==> src/rtl/p_hit_pkg.sv <==
// Shared types and constants for the p_hit dispatch sequencer.
package p_hit_pkg;

  // Dispatcher FSM: wait for a job, or fan the latched job out to the lanes
  typedef enum logic [0:0] {
    IDLE  = 1'b0,
    ISSUE = 1'b1
  } phd_state_e;

  // p_hit exposes four independent operand FIFOs
  localparam int unsigned NUM_LANES = 4;

  localparam int unsigned LANE_P1_A = 0;
  localparam int unsigned LANE_P1_B = 1;
  localparam int unsigned LANE_DIR2 = 2;
  localparam int unsigned LANE_ORG2 = 3;

  // Width of the optional statistics counters
  localparam int unsigned STAT_BITS = 32;

endpackage

==> src/rtl/p_hit_tag_fifo.sv <==
// Job-tag queue: synchronous first-word-fall-through FIFO.
// The head word is valid whenever empty is low; overflowing pushes and
// underflowing pops are ignored.
module p_hit_tag_fifo #(
  parameter int unsigned WIDTH = 8,
  parameter int unsigned DEPTH = 16
) (
  input  logic             clock,
  input  logic             reset,
  input  logic             push,
  input  logic [WIDTH-1:0] push_data,
  input  logic             pop,
  output logic [WIDTH-1:0] head,
  output logic             empty
);

  localparam int unsigned PTR_BITS = $clog2(DEPTH);
  localparam int unsigned CNT_BITS = PTR_BITS + 1;

  logic [WIDTH-1:0]    mem [DEPTH];
  logic [PTR_BITS-1:0] wr_ptr;
  logic [PTR_BITS-1:0] rd_ptr;
  logic [CNT_BITS-1:0] count;
  logic                do_push;
  logic                do_pop;

  assign do_pop  = pop && (count != '0);
  assign do_push = push && (count != CNT_BITS'(DEPTH));
  assign empty   = (count == '0);
  assign head    = mem[rd_ptr];

  // Pointer and occupancy tracking; pointers wrap naturally at a power-of-2 depth
  always_ff @(posedge clock or posedge reset) begin
    if (reset) begin
      wr_ptr <= '0;
      rd_ptr <= '0;
      count  <= '0;
    end else begin
      if (do_push) wr_ptr <= wr_ptr + PTR_BITS'(1);
      if (do_pop)  rd_ptr <= rd_ptr + PTR_BITS'(1);
      count <= count + CNT_BITS'(do_push) - CNT_BITS'(do_pop);
    end
  end

  // Storage array; contents are don't-care until written
  always_ff @(posedge clock) begin
    if (do_push) mem[wr_ptr] <= push_data;
  end

endmodule

==> src/rtl/p_hit_dispatch.sv <==
// p_hit_dispatch: pops ray/triangle jobs, fans each one out to the four p_hit
// operand lanes, caps jobs in flight and re-attaches job tags to returned hits.
// Optional statistics counters: define P_HIT_DISPATCH_STATS_EN.
module p_hit_dispatch
  import p_hit_pkg::*;
#(
  parameter int unsigned D_BITS       = 32,
  parameter int unsigned Q_BITS       = 16,
  parameter int unsigned ID_BITS      = 8,
  parameter int unsigned MAX_INFLIGHT = 16
) (
  input  logic                         clock,
  input  logic                         reset,
  input  logic [2:0][D_BITS-1:0]       job_normal,
  input  logic [2:0][D_BITS-1:0]       job_v0,
  input  logic [2:0][D_BITS-1:0]       job_origin,
  input  logic [2:0][D_BITS-1:0]       job_dir,
  input  logic [ID_BITS-1:0]           job_id,
  input  logic                         job_empty,
  output logic                         job_rd_en,
  output logic [2:0][D_BITS-1:0]       ph_tri_normal_1,
  output logic [2:0][D_BITS-1:0]       ph_tri_normal_2,
  output logic [2:0][D_BITS-1:0]       ph_v0,
  output logic [2:0][D_BITS-1:0]       ph_origin_1,
  output logic [2:0][D_BITS-1:0]       ph_origin_2,
  output logic [2:0][D_BITS-1:0]       ph_dir_1,
  output logic [2:0][D_BITS-1:0]       ph_dir_2,
  output logic [NUM_LANES-1:0]         ph_in_wr_en,
  input  logic [NUM_LANES-1:0]         ph_in_full,
  input  logic [2:0][D_BITS-1:0]       ph_out,
  input  logic                         ph_out_empty,
  output logic                         ph_out_rd_en,
  output logic [2:0][D_BITS-1:0]       res_p,
  output logic [ID_BITS-1:0]           res_id,
  output logic                         res_wr_en,
  input  logic                         res_full,
  output logic                         err_underflow
`ifdef P_HIT_DISPATCH_STATS_EN
  ,
  output logic [STAT_BITS-1:0]         stat_jobs,
  output logic [STAT_BITS-1:0]         stat_results,
  output logic [STAT_BITS-1:0]         stat_stall
`endif
);

  localparam int unsigned INF_BITS = $clog2(MAX_INFLIGHT) + 1;

  // Reject configurations the tag queue and in-flight counter cannot support
  if (MAX_INFLIGHT < 2 || (MAX_INFLIGHT & (MAX_INFLIGHT - 1)) != 0 || Q_BITS > D_BITS) begin : g_bad_cfg
    $error("p_hit_dispatch: unsupported parameter set");
  end

  phd_state_e               state;
  phd_state_e               state_nx;
  logic [NUM_LANES-1:0]     lane_done;
  logic [NUM_LANES-1:0]     lane_done_nx;
  logic [NUM_LANES-1:0]     lane_wr;
  logic                     accept;
  logic                     room;
  logic                     drain;
  logic                     tag_pop;
  logic                     tag_empty;
  logic [ID_BITS-1:0]       tag_head;
  logic [INF_BITS-1:0]      inflight;
  logic [2:0][D_BITS-1:0]   normal_q;
  logic [2:0][D_BITS-1:0]   v0_q;
  logic [2:0][D_BITS-1:0]   origin_q;
  logic [2:0][D_BITS-1:0]   dir_q;

  assign room    = (inflight < INF_BITS'(MAX_INFLIGHT));
  assign drain   = !reset && !ph_out_empty && !res_full;
  assign tag_pop = drain && !tag_empty;

  // FSM state and lane-progress registers
  always_ff @(posedge clock or posedge reset) begin
    if (reset) begin
      state     <= IDLE;
      lane_done <= '0;
    end else begin
      state     <= state_nx;
      lane_done <= lane_done_nx;
    end
  end

  // Next state, job acceptance and per-lane write strobes
  always_comb begin
    state_nx     = state;
    lane_done_nx = lane_done;
    accept       = 1'b0;
    lane_wr      = '0;
    unique case (state)
      IDLE: begin
        if (!reset && !job_empty && room) begin
          accept       = 1'b1;
          lane_done_nx = '0;
          state_nx     = ISSUE;
        end
      end
      ISSUE: begin
        lane_wr      = ~lane_done & ~ph_in_full & {NUM_LANES{!reset}};
        lane_done_nx = lane_done | lane_wr;
        if (&lane_done_nx) state_nx = IDLE;
      end
      default: state_nx = IDLE;
    endcase
  end

  assign job_rd_en    = accept;
  assign ph_in_wr_en  = lane_wr;
  assign ph_out_rd_en = drain;
  assign res_wr_en    = drain;
  assign res_p        = ph_out;
  assign res_id       = tag_empty ? '0 : tag_head;

  // Operand capture; held steady while the lanes are being written
  always_ff @(posedge clock or posedge reset) begin
    if (reset) begin
      normal_q <= '0;
      v0_q     <= '0;
      origin_q <= '0;
      dir_q    <= '0;
    end else if (accept) begin
      normal_q <= job_normal;
      v0_q     <= job_v0;
      origin_q <= job_origin;
      dir_q    <= job_dir;
    end
  end

  assign ph_tri_normal_1 = normal_q;
  assign ph_tri_normal_2 = normal_q;
  assign ph_v0           = v0_q;
  assign ph_origin_1     = origin_q;
  assign ph_origin_2     = origin_q;
  assign ph_dir_1        = dir_q;
  assign ph_dir_2        = dir_q;

  // In-flight count mirrors the tag queue occupancy, so it can never wrap
  always_ff @(posedge clock or posedge reset) begin
    if (reset) begin
      inflight <= '0;
    end else begin
      unique case ({accept, tag_pop})
        2'b10:   inflight <= inflight + INF_BITS'(1);
        2'b01:   inflight <= inflight - INF_BITS'(1);
        default: inflight <= inflight;
      endcase
    end
  end

  // Sticky flag: a result left with no job tag to pair it with
  always_ff @(posedge clock or posedge reset) begin
    if (reset) begin
      err_underflow <= 1'b0;
    end else if (drain && tag_empty) begin
      err_underflow <= 1'b1;
    end
  end

  p_hit_tag_fifo #(
    .WIDTH (ID_BITS),
    .DEPTH (MAX_INFLIGHT)
  ) u_tag_fifo (
    .clock     (clock),
    .reset     (reset),
    .push      (accept),
    .push_data (job_id),
    .pop       (tag_pop),
    .head      (tag_head),
    .empty     (tag_empty)
  );

`ifdef P_HIT_DISPATCH_STATS_EN
  logic stall;
  assign stall = (state == ISSUE) && |(~lane_done & ph_in_full);

  // Saturating event counters
  always_ff @(posedge clock or posedge reset) begin
    if (reset) begin
      stat_jobs    <= '0;
      stat_results <= '0;
      stat_stall   <= '0;
    end else begin
      if (accept && stat_jobs != '1)    stat_jobs    <= stat_jobs + STAT_BITS'(1);
      if (drain && stat_results != '1)  stat_results <= stat_results + STAT_BITS'(1);
      if (stall && stat_stall != '1)    stat_stall   <= stat_stall + STAT_BITS'(1);
    end
  end
`endif

endmodule

==> config.mk <==
export PLATFORM = sky130hd
export DESIGN_NAME = p_hit_dispatch
export DESIGN_NICKNAME = d
export VERILOG_FILES = /design/src/rtl/p_hit_pkg.sv /design/src/rtl/p_hit_tag_fifo.sv /design/src/rtl/p_hit_dispatch.sv
export SDC_FILE = /design/constraint.sdc
export NUM_CORES = 1
export LEC_CHECK = 0
export CORE_AREA = 2 2 496 498
export CTS_CLUSTER_DIAMETER = 40
export DETAILED_ROUTE_END_ITERATION = 7
export DIE_AREA = 0 0 498 500
export GPL_TIMING_DRIVEN = 0
export RECOVER_POWER = 100
export SETUP_SLACK_MARGIN = 0.15
export SYNTH_ARGS = -nofsm -noshare
export SYNTH_HDL_FRONTEND = slang
export SYNTH_HIERARCHICAL = 1
export SYNTH_SLANG_ARGS = --single-unit
==> constraint.sdc <==
create_clock -name clock -period 28.3 [get_ports clock]
set_input_delay 5.66 -clock clock [delete_from_list [all_inputs] [get_ports clock]]
set_output_delay 5.66 -clock clock [all_outputs]
set_load 0.03 [all_outputs]
After elaboration in Yosys (flattened, before gate mapping)
Memories as Yosys holds them, arrays and structs flattened.
Index checks and enable logic that the tools add are counted.
{"block": "totals", "memories": 1, "out_inout_bits": 784, "mem_bits_rw": 128, "regBits": 408}
{"name": "u_tag_fifo.mem", "depth": 16, "width": 8, "read_ports": 1, "rd_ports_with_merged_regs": 0, "wr": 1, "line": "p_hit_tag_fifo.sv:20", "source": "logic [WIDTH-1:0] mem [DEPTH];"}
{"block": "op_classes", "eq_ne": 4, "n_bitwise": 6, "n_lt_le_gt_ge": 1, "reduce_logical": 17, "muxes": 11, "n_addsub": 6}
{"op": "one-hot mux 5 bit (2 select lines)", "count": 1}
{"op": "adder 4 x 1 -> 4 bit, second input constant", "count": 2}
{"op": "AND 4 bit", "count": 2}
{"op": "logical AND 1 bit", "count": 8}
{"op": "two-way mux 4 bit", "count": 2}
{"op": "two-way mux 8 bit", "count": 1}
{"op": "inverter 4 bit", "count": 2}
{"op": "one-hot mux 4 bit (2 select lines)", "count": 1}
{"op": "adder 5 x 1 -> 5 bit", "count": 1}
{"op": "adder 5 x 1 -> 5 bit, second input constant", "count": 1}
{"op": "zero test 1 bit", "count": 5}
{"op": "zero test 5 bit", "count": 1}
{"op": "less-than comparator 5 bit, second input constant", "count": 1}
{"op": "two-way mux 1 bit", "count": 5}
{"op": "!= test 5 bit, second input constant", "count": 1}
{"op": "nonzero test 5 bit", "count": 1}
{"op": "subtractor 5 x 1 -> 5 bit", "count": 1}
{"op": "subtractor 5 x 1 -> 5 bit, second input constant", "count": 1}
{"op": "bitwise OR 4 bit", "count": 1}
{"op": "AND reduction 4 bit", "count": 1}
{"op": "== test 2 x 1 -> 1 bit, second input constant", "count": 1}
{"op": "== test 2 bit, second input constant", "count": 1}
{"op": "!= test 2 bit, second input constant", "count": 1}
{"op": "one-hot mux 1 bit (2 select lines)", "count": 1}
{"op": "other kinds (2)", "count": 2}

Depth between registers and ports, before layout
Gate-level depths: netlist (run 1).
{"block": "logic_depth", "ltp_word": 8, "mapped_depth": 17, "depth_no_buf": 14}

Hierarchy
Netlist (run 1), hierarchy kept.
{"module": "p_hit_dispatch", "area_per_inst_um2": 17996.0, "cells_each": 2081, "seq_area_each_um2": 9884.5, "instances": 1}
{"module": "p_hit_tag_fifo", "area_per_inst_um2": 5829.3, "cells_each": 321, "seq_area_each_um2": 4169.0, "instances": 1}

Worst setup path before layout (run 1)
Ideal clock, no wire load.
{"block": "synth_path", "path_type": "input-to-output", "startpoint": "input reset", "endpoint": "output ph_in_wr_en[0]", "setup_slack_ns": 6.765, "path_buffers": 0, "t_arrival_ns": 15.875, "cell_stages": 3, "cell_sequence": "inv_1 nand2_1 nor3_1"}
{"block": "synth_between", "elab_chain_cells": 3}
{"element": "start, declared", "line": "p_hit_dispatch.sv:13", "source": "input logic reset,"}
{"element": "zero test 1 bit (no line)"}
{"element": "AND 4 bit", "line": "p_hit_dispatch.sv:100", "source": "lane_wr = ~lane_done & ~ph_in_full & {NUM_LANES{!reset}};"}
{"element": "two-way mux 4 bit", "line": "p_hit_dispatch.sv:91", "source": "unique case (state)"}
{"element": "end, declared", "line": "p_hit_dispatch.sv:28", "source": "output logic [NUM_LANES-1:0] ph_in_wr_en,"}
No other way between the ends.

==> metrics.md, run 1 <==
| Metric | Value |
|---|---|
| Hold WC Path Type | reg -> reg |
| Crit-path cells | dlygate4sd3_1, clkinvlp_2, clkbuf_1, clkbuf_1 |
| Post-route setup TNS | 0 ns |
| Synth area leaders | dfrtp_1 43%, nand2_1 18%, edfxtp_1 16% |
| Reg2Reg Setup Slack | 21.67 ns |
| Post-synthesis sequential area ratio | 58.99% |
| Combinational share of power | 52.5% |
| Antenna-violating nets left | 0 |
| Clock skew | 0.04549 ns |
| Net Switching | 2.897 mW |
| Max incr delay on CP | 4.40 ns |
| CTS tree | yes |
| Maxcap violations | 8 |
| Switching Share | 48.97% |
| Num CTS Buffers | 109 |
| Leak pwr | 19.65 nW |
| Crit-path max FO | 110 |
| Kind of cell adding the most delay to the critical path | buffers and inverters |
| Pre-antenna DRT Iters | 5 |
| WP data required | 27.65 ns |
| Post-DP HPWL | 169,800 µm |
| Clk_lat worst skew | 0.77 ns |
| Max Fclk | 55.25 MHz |
| Most common cell after layout, fill and taps aside | nand2_1 |
| Clock sink count | 536 |
| Critical Path AT | 17.45 ns |
| H-tree depth | 3 |
| Die area | 249,000 µm² |
| Place WS | 13.46 ns |
| Commonest non-fill, non-tap cells in the layout | 1,169 x nand2_1, 791 x dlygate4sd3_1, 408 x dfrtp_1 |
| Final worst path period need | 18.10 ns |
| Nets | 4,212 |
| Synth Flop Type | dfrtp_1 |
| Drt via density | 3.239 |
| Peak supply drop | 80.78 µV |
| FFs w/ async S/R, synth | 76.12% |
| Total GRT Usage | 15.03% |
| Layout cells sized above 1 | 16.19% |
| Gate Count Post-Synth | 2,402 |
| Synth cell types | 42 |
| Cell row count | 182 |
| Slew Viols, Final | 453 |
| Most common cell on crit path | clkbuf_1 |
| Number of global-route vias before repair | 22,240 |
| Post_cts resized | 0 |
| Failing checks | max-capacitance violations, max-slew violations |
| Syn_area_per_cell | 9.919 µm² |
| Final period util | 63.95% |
| Min setup slack post-route | 10.20 ns |
| Filler instances | 27,080 |
| Share of the synthesized area in the top cell type | 42.85% |
| Final hold viol count | 0 |
| Final setup vio count | 0 |
| Int Pwr | 3.020 mW |
| Final wirelength | 194,500 µm |
| Post CTS Setup Buffer Count | 0 |
| Die span in x | 498 µm |
| CORE AREA | 244,300 µm² |
| Slowest cell on crit path | clkbuf_1 |
| Synthesized flop and latch total | 536 |
| Flop pwr share | 24.6% |
| DR WL/cell | 27.66 µm |
| Slew @ Worst Pin | 6.600 ns |
| Clk buf depth | 3 |
| Syn Nets | 2,914 |
| Fin area | 43,410 µm² |
| Post-synth EDFFs | 128 |
| GRT overflow | 0 |
| Drt first-iter violations | 1,921 |
| Gp weighted congestion | 1.002 |
| WS Path Type | in -> async |
| IO Count | 1,281 |
| Post-DP Area | 39,800 µm² |
| Cell Area, Synth | 23,830 µm² |
| Hold WS | 0.4662 ns |
| Setup crit start kind | primary input |
| Max_slew headroom | -340.0% |
| CTS root buf | clkbuf_16 |
| Via count | 22,770 |
| Initial antenna violation count | 76 |
| Critical path buffer and inverter count | 4 |
| Cts hold-fix bufs | 0 |
| Clock share of power | 22.9% |
| Starting density of the core | 9.751% |
| Syn. warnings | 6 |
| Area growth from synthesis to layout | 82.21% |
| PD cells | 136.3 nW/µm² |
| Cell taking the most area after synthesis | dfrtp_1 |
| Largest net degree at the start of global routing | 117 |
| Drc violations | 0 |
| IO buf count | 1,184 |
| First-pass GRT wire length | 242,000 µm |
| Die Span Y | 500 µm |
| RSZ-0062 raised after global routing | false |
| Status | complete, but fails checks |
| Crit end category | asynchronous set/reset pin |
| Clock transition at path regs | 0.05 ns |
==> synthesized netlist by cell type (all sizes together) (2+ instances only) <==
library cell,instances
o21ai,11
mux4,16
inv,21
nand2,1169
a21oi,5
nor2,19
nor2b,12
a22oi,8
a21o,2
mux2,2
edfxtp,128
xnor2,9
mux2i,32
buf,445
clkbuf,44
ha,14
dfrtp,408
o22ai,2
a221oi,16
nand3,2
nand2b,2
a31oi,6
nor3,12
xor2,7
==> worst reg2reg max path, stage by stage (launching register included) <==
cell,delay [ns]
dfrtp_1,0.38
or4_1,0.52
clkbuf_1,0.72
clkinv_1,0.26
clkbuf_1,1.18
clkbuf_1,0.97
inv_1,0.13
a31oi_1,0.58
nand2_1,0.35
nor3_1,1.14
==> sequential cells by signal, indices dropped and copies added, names as in the netlist <==
name,cells
state,1
u_tag_fifo/mem,128
err_underflow,1
u_tag_fifo/wr_ptr,4
ph_v0,96
u_tag_fifo/count,5
ph_dir_1,96
u_tag_fifo/rd_ptr,4
lane_done,4
ph_origin_1,96
inflight,5
ph_tri_normal_1,96
==> cell families (layout without fill, tap and decap cells) <==
group	Yosys count	count (layout)	share of synthesized area, %
other cells	0	18	0
buf+inv	510	1901	15.25
compound gates	54	54	1.854
simple gates	1221	1221	19.55
xor+xnor	16	16	0.5882
flops	536	536	58.99
mux	50	50	2.951
fa+ha+maj	15	15	0.8193
==> routing by layer <==
| layer | track usage [%] | routed length [µm] |
|---|---|---|
| met5 | 0 | 27 |
| met3 | 5.699 | 19280 |
| met1 | 18.49 | 78930 |
| met2 | 23.96 | 88480 |
| met4 | 5.093 | 7772 |
==> final cells by class <==
| cell class | count | area [µm²] | area share, % |
|---|---|---|---|
| Timing Repair Buffer | 1187 | 11860 | 27.33 |
| Antenna cell | 18 | 45.04 | 0.1038 |
| Tap cell | 3220 | 4029 | 9.281 |
| Clock buffer | 140 | 2994 | 6.897 |
| Clock inverter | 64 | 858.3 | 1.977 |
| Multi-Input combinational cell | 1356 | 6120 | 14.10 |
| Inverter | 21 | 80.08 | 0.1845 |
| Sequential cell | 536 | 14050 | 32.37 |
| Buffer | 489 | 3369 | 7.762 |
==> stage by stage <==
stage | power [mW] | utilization (%) | std cells
2_1_floorplan | 2.958 | - | 2402
3_3_place_gp | 4.816 | 16.25 | 6806
3_5_place_dp | 4.821 | 16.29 | 6809
4_1_cts | 6.222 | 17.86 | 7013
5_1_grt | 6.173 | 17.76 | 7021
6_report | 5.917 | 17.77 | 7031
==> power by group through the flow <==
stage / clock [mW] / sequential [mW] / combinational [mW]
3_5_place_dp: 0 / 1.48 / 3.34
5_1_grt: 1.42 / 1.49 / 3.26
4_1_cts: 1.39 / 1.47 / 3.36
2_1_floorplan: 0 / 1.78 / 1.18
3_3_place_gp: 0 / 1.47 / 3.34
6_report: 1.35 / 1.46 / 3.11
==> worst paths after layout <==
kind | cells after the start | start | endpoint
setup / recovery | 4 | reset | ph_tri_normal_1[9]
hold / removal | 1 | inflight[4] | inflight[4]
setup reg to reg | 9 | inflight[4] | u_tag_fifo/mem[2][2]
hold reg to reg | 1 | inflight[4] | inflight[4]
max in group clock | 5 | reset | ph_in_wr_en[3]
min in group asynchronous | 2 | reset | u_tag_fifo/count[1]
No activity file was read; power rests on OpenSTA's default activity.
==> run 2, diff against run 1 <==
--- a/config.mk
+++ b/config.mk
@@ -5,10 +5,10 @@
 export SDC_FILE = /design/constraint.sdc
 export NUM_CORES = 1
 export LEC_CHECK = 0
-export CORE_AREA = 2 2 496 498
+export CORE_AREA = 2 2 500 502
 export CTS_CLUSTER_DIAMETER = 40
 export DETAILED_ROUTE_END_ITERATION = 7
-export DIE_AREA = 0 0 498 500
+export DIE_AREA = 0 0 502 504
 export GPL_TIMING_DRIVEN = 0
 export RECOVER_POWER = 100
 export SETUP_SLACK_MARGIN = 0.15
==> constraint.sdc (replaced) <==
create_clock -name clock -period 18.42 [get_ports clock]
set_input_delay 3.684 -clock clock [delete_from_list [all_inputs] [get_ports clock]]
set_output_delay 3.684 -clock clock [all_outputs]
set_load 0.03 [all_outputs]
==> metrics.md, run 2 (synthesized netlist as in run 1, its figures left out) <==
| Metric | Value |
|---|---|
| Clk_lat worst skew | 0.75 ns (-0.02 ns) |
| Drc violations | 0 (unchanged) |
| Hold WC Path Type | reg -> reg |
| Initial antenna violation count | 72 (-5.3%) |
| Cts hold-fix bufs | 0 (unchanged) |
| Most common cell after layout, fill and taps aside | nand2_1 |
| GRT overflow | 0 (unchanged) |
| Max Fclk | 76.97 MHz |
| Nets | 4,204 (-0.19%) |
| Placed cells | 6,919 (+1.6%) |
| Clk buf depth | 3 (unchanged) |
| Drt via density | 3.140 (-3.0%) |
| Crit-path max FO | 85 (-23%) |
| Min setup slack post-route | 5.427 ns (-4.774 ns) |
| Post_cts resized | 0 (unchanged) |
| Final period util | 70.54% |
| Cell row count | 183 (+0.55%) |
| Commonest non-fill, non-tap cells in the layout | 1,169 x nand2_1, 791 x dlygate4sd3_1, 408 x dfrtp_1 |
| Maxcap violations | 6 (-2) |
| Starting density of the core | 9.626% (-0.13 points) |
| Via count | 22,420 (-1.5%) |
| CTS root buf | clkbuf_16 |
| Place WS | 7.549 ns (-5.911 ns) |
| Final hold viol count | 0 (unchanged) |
| Die span in x | 502 µm (+0.80%) |
| CORE AREA | 247,500 µm² (+1.3%) |
| Post-route setup TNS | 0 ns (unchanged) |
| IO Count | 1,281 (unchanged) |
| Clock transition at path regs | 0.05 ns (about the same) |
| Largest register FFs | 128 (unchanged) |
| IO buf count | 1,184 (unchanged) |
| RSZ-0062 raised after global routing | false |
| WS Path Type | in -> out |
| Slew @ Worst Pin | 6.492 ns (-0.1073 ns) |
| Post-layout util | 17.59% (-0.18 points) |
| Pre-antenna DRT Iters | 7 (+2) |
| Post CTS Setup Buffer Count | 0 (unchanged) |
| H-tree depth | 3 (unchanged) |
| Largest net degree at the start of global routing | 116 (-0.85%) |
| Hold WS | 0.4538 ns (-0.01245 ns) |
| Gp weighted congestion | 0.9305 (-7.1%) |
| Final worst path period need | 12.99 ns |
| Setup crit start kind | primary input |
| WP data required | 14.74 ns (-12.91 ns) |
| Int Pwr | 4.626 mW (+53%) |
| Crit end category | output pin |
| PD cells | 212.4 nW/µm² (+56%) |
| Total GRT Usage | 15.40% (+0.37 points) |
| Max_slew headroom | -332.8% (+7.2 points) |
| DR WL/cell | 28.22 µm (+2.0%) |
| Critical Path AT | 9.31 ns (-8.14 ns) |
| Drt first-iter violations | 1,621 (-16%) |
| Post-DP HPWL | 177,600 µm (+4.6%) |
| Clock sink count | 536 (unchanged) |
| Final wirelength | 201,500 µm (+3.6%) |
| Number of global-route vias before repair | 22,620 (+1.7%) |
| Clock share of power | 22.2% (-0.7 points) |
| Slew Viols, Final | 330 (-27%) |
| Net Switching | 4.619 mW (+59%) |
| Combinational share of power | 54.0% (+1.5 points) |
| Area growth from synthesis to layout | 82.71% |
| Flop pwr share | 23.7% (-0.9 points) |
| Leak pwr | 19.64 nW (about the same) |
| Fin cells | 7,140 (+1.6%) |
| CTS tree | yes |
| Failing checks | max-capacitance violations, max-slew violations |
| Layout cells sized above 1 | 16.19% (about the same) |
| Num CTS Buffers | 101 (-7.3%) |
| Most flops, register | u_tag_fifo/mem |
| Die area | 253,000 µm² (+1.6%) |
| Final setup vio count | 0 (unchanged) |
| Status | complete, but fails checks |
| Switching Share | 49.96% (+1.0 points) |
| Antenna-violating nets left | 0 (unchanged) |
| First-pass GRT wire length | 250,500 µm (+3.5%) |
| Die Span Y | 504 µm (+0.80%) |
| Peak supply drop | 157.6 µV (+95%) |
| Clock skew | 0.05270 ns (+0.007209 ns) |
[run 2: changes by cell type in the layout (fill, tap and decap cells not counted), sizes merged]
cell and change:
clkbuf -26, diode +11, bufinv +6, clkinvlp -5, inv +5, buf +4, clkinv +4
[run 2: worst paths after layout]
path | startpoint | to | slack, ns | cells past startpoint
worst max-delay path | reset | ph_in_wr_en[2] | 5.43 | 5
worst min-delay path | err_underflow | err_underflow | 0.45 | 1
worst max register to register | state | u_tag_fifo/mem[3][4] | 12.04 | 9
worst min register to register | err_underflow | err_underflow | 0.45 | 1
max in group asynchronous | reset | ph_tri_normal_1[59] | 6.02 | 3
min in group asynchronous | reset | u_tag_fifo/rd_ptr[1] | 3.59 | 2
[run 2: cell type report]
cell class | count | area [µm²]
antenna | 29 | 72.57
buffer | 489 | 3372
clock buffer | 118 | 2671
clock inverter | 74 | 1109
fill | 27490 | 204000
inverter | 21 | 80.08
multi-input combinational | 1356 | 6120
sequential | 536 | 14050
tap | 3330 | 4167
timing repair buffer | 1187 | 11890
[run 2: through the flow]
stage	power [mW]	area, µm²
6_report	9.246	43530
5_1_grt	9.659	43500
4_1_cts	9.702	43710
3_5_place_dp	7.588	39930
3_3_place_gp	7.573	39840
2_1_floorplan	4.545	23830
[run 2: power groups by stage]
stage | Sequential [mW] | Clock, mW | Combinational, mW
after floorplan | 2.73 | 0 | 1.82
after global placement | 2.22 | 0 | 5.35
after detailed placement | 2.23 | 0 | 5.35
after CTS | 2.23 | 2.10 | 5.38
after global routing | 2.25 | 2.15 | 5.26
final | 2.19 | 2.05 | 5.00
[run 2: critical path: stages]
cell	delay [ns]
dlygate4sd3_1	0.66
clkinvlp_2	3.03
nand2_1	1.09
nor3_1	0.11
dlygate4sd3_1	0.72
[run 2: routing by layer]
| metal | up-vias | wire length (µm) | GRT usage, % |
|---|---|---|---|
| met5 | - | 27 | 0 |
| met4 | 4 | 6760 | 5.270 |
| met3 | 258 | 23160 | 7.141 |
| met2 | 1169 | 93630 | 24.98 |
| met1 | 11140 | 77890 | 17.71 |
| li1 | 9844 | - | - |
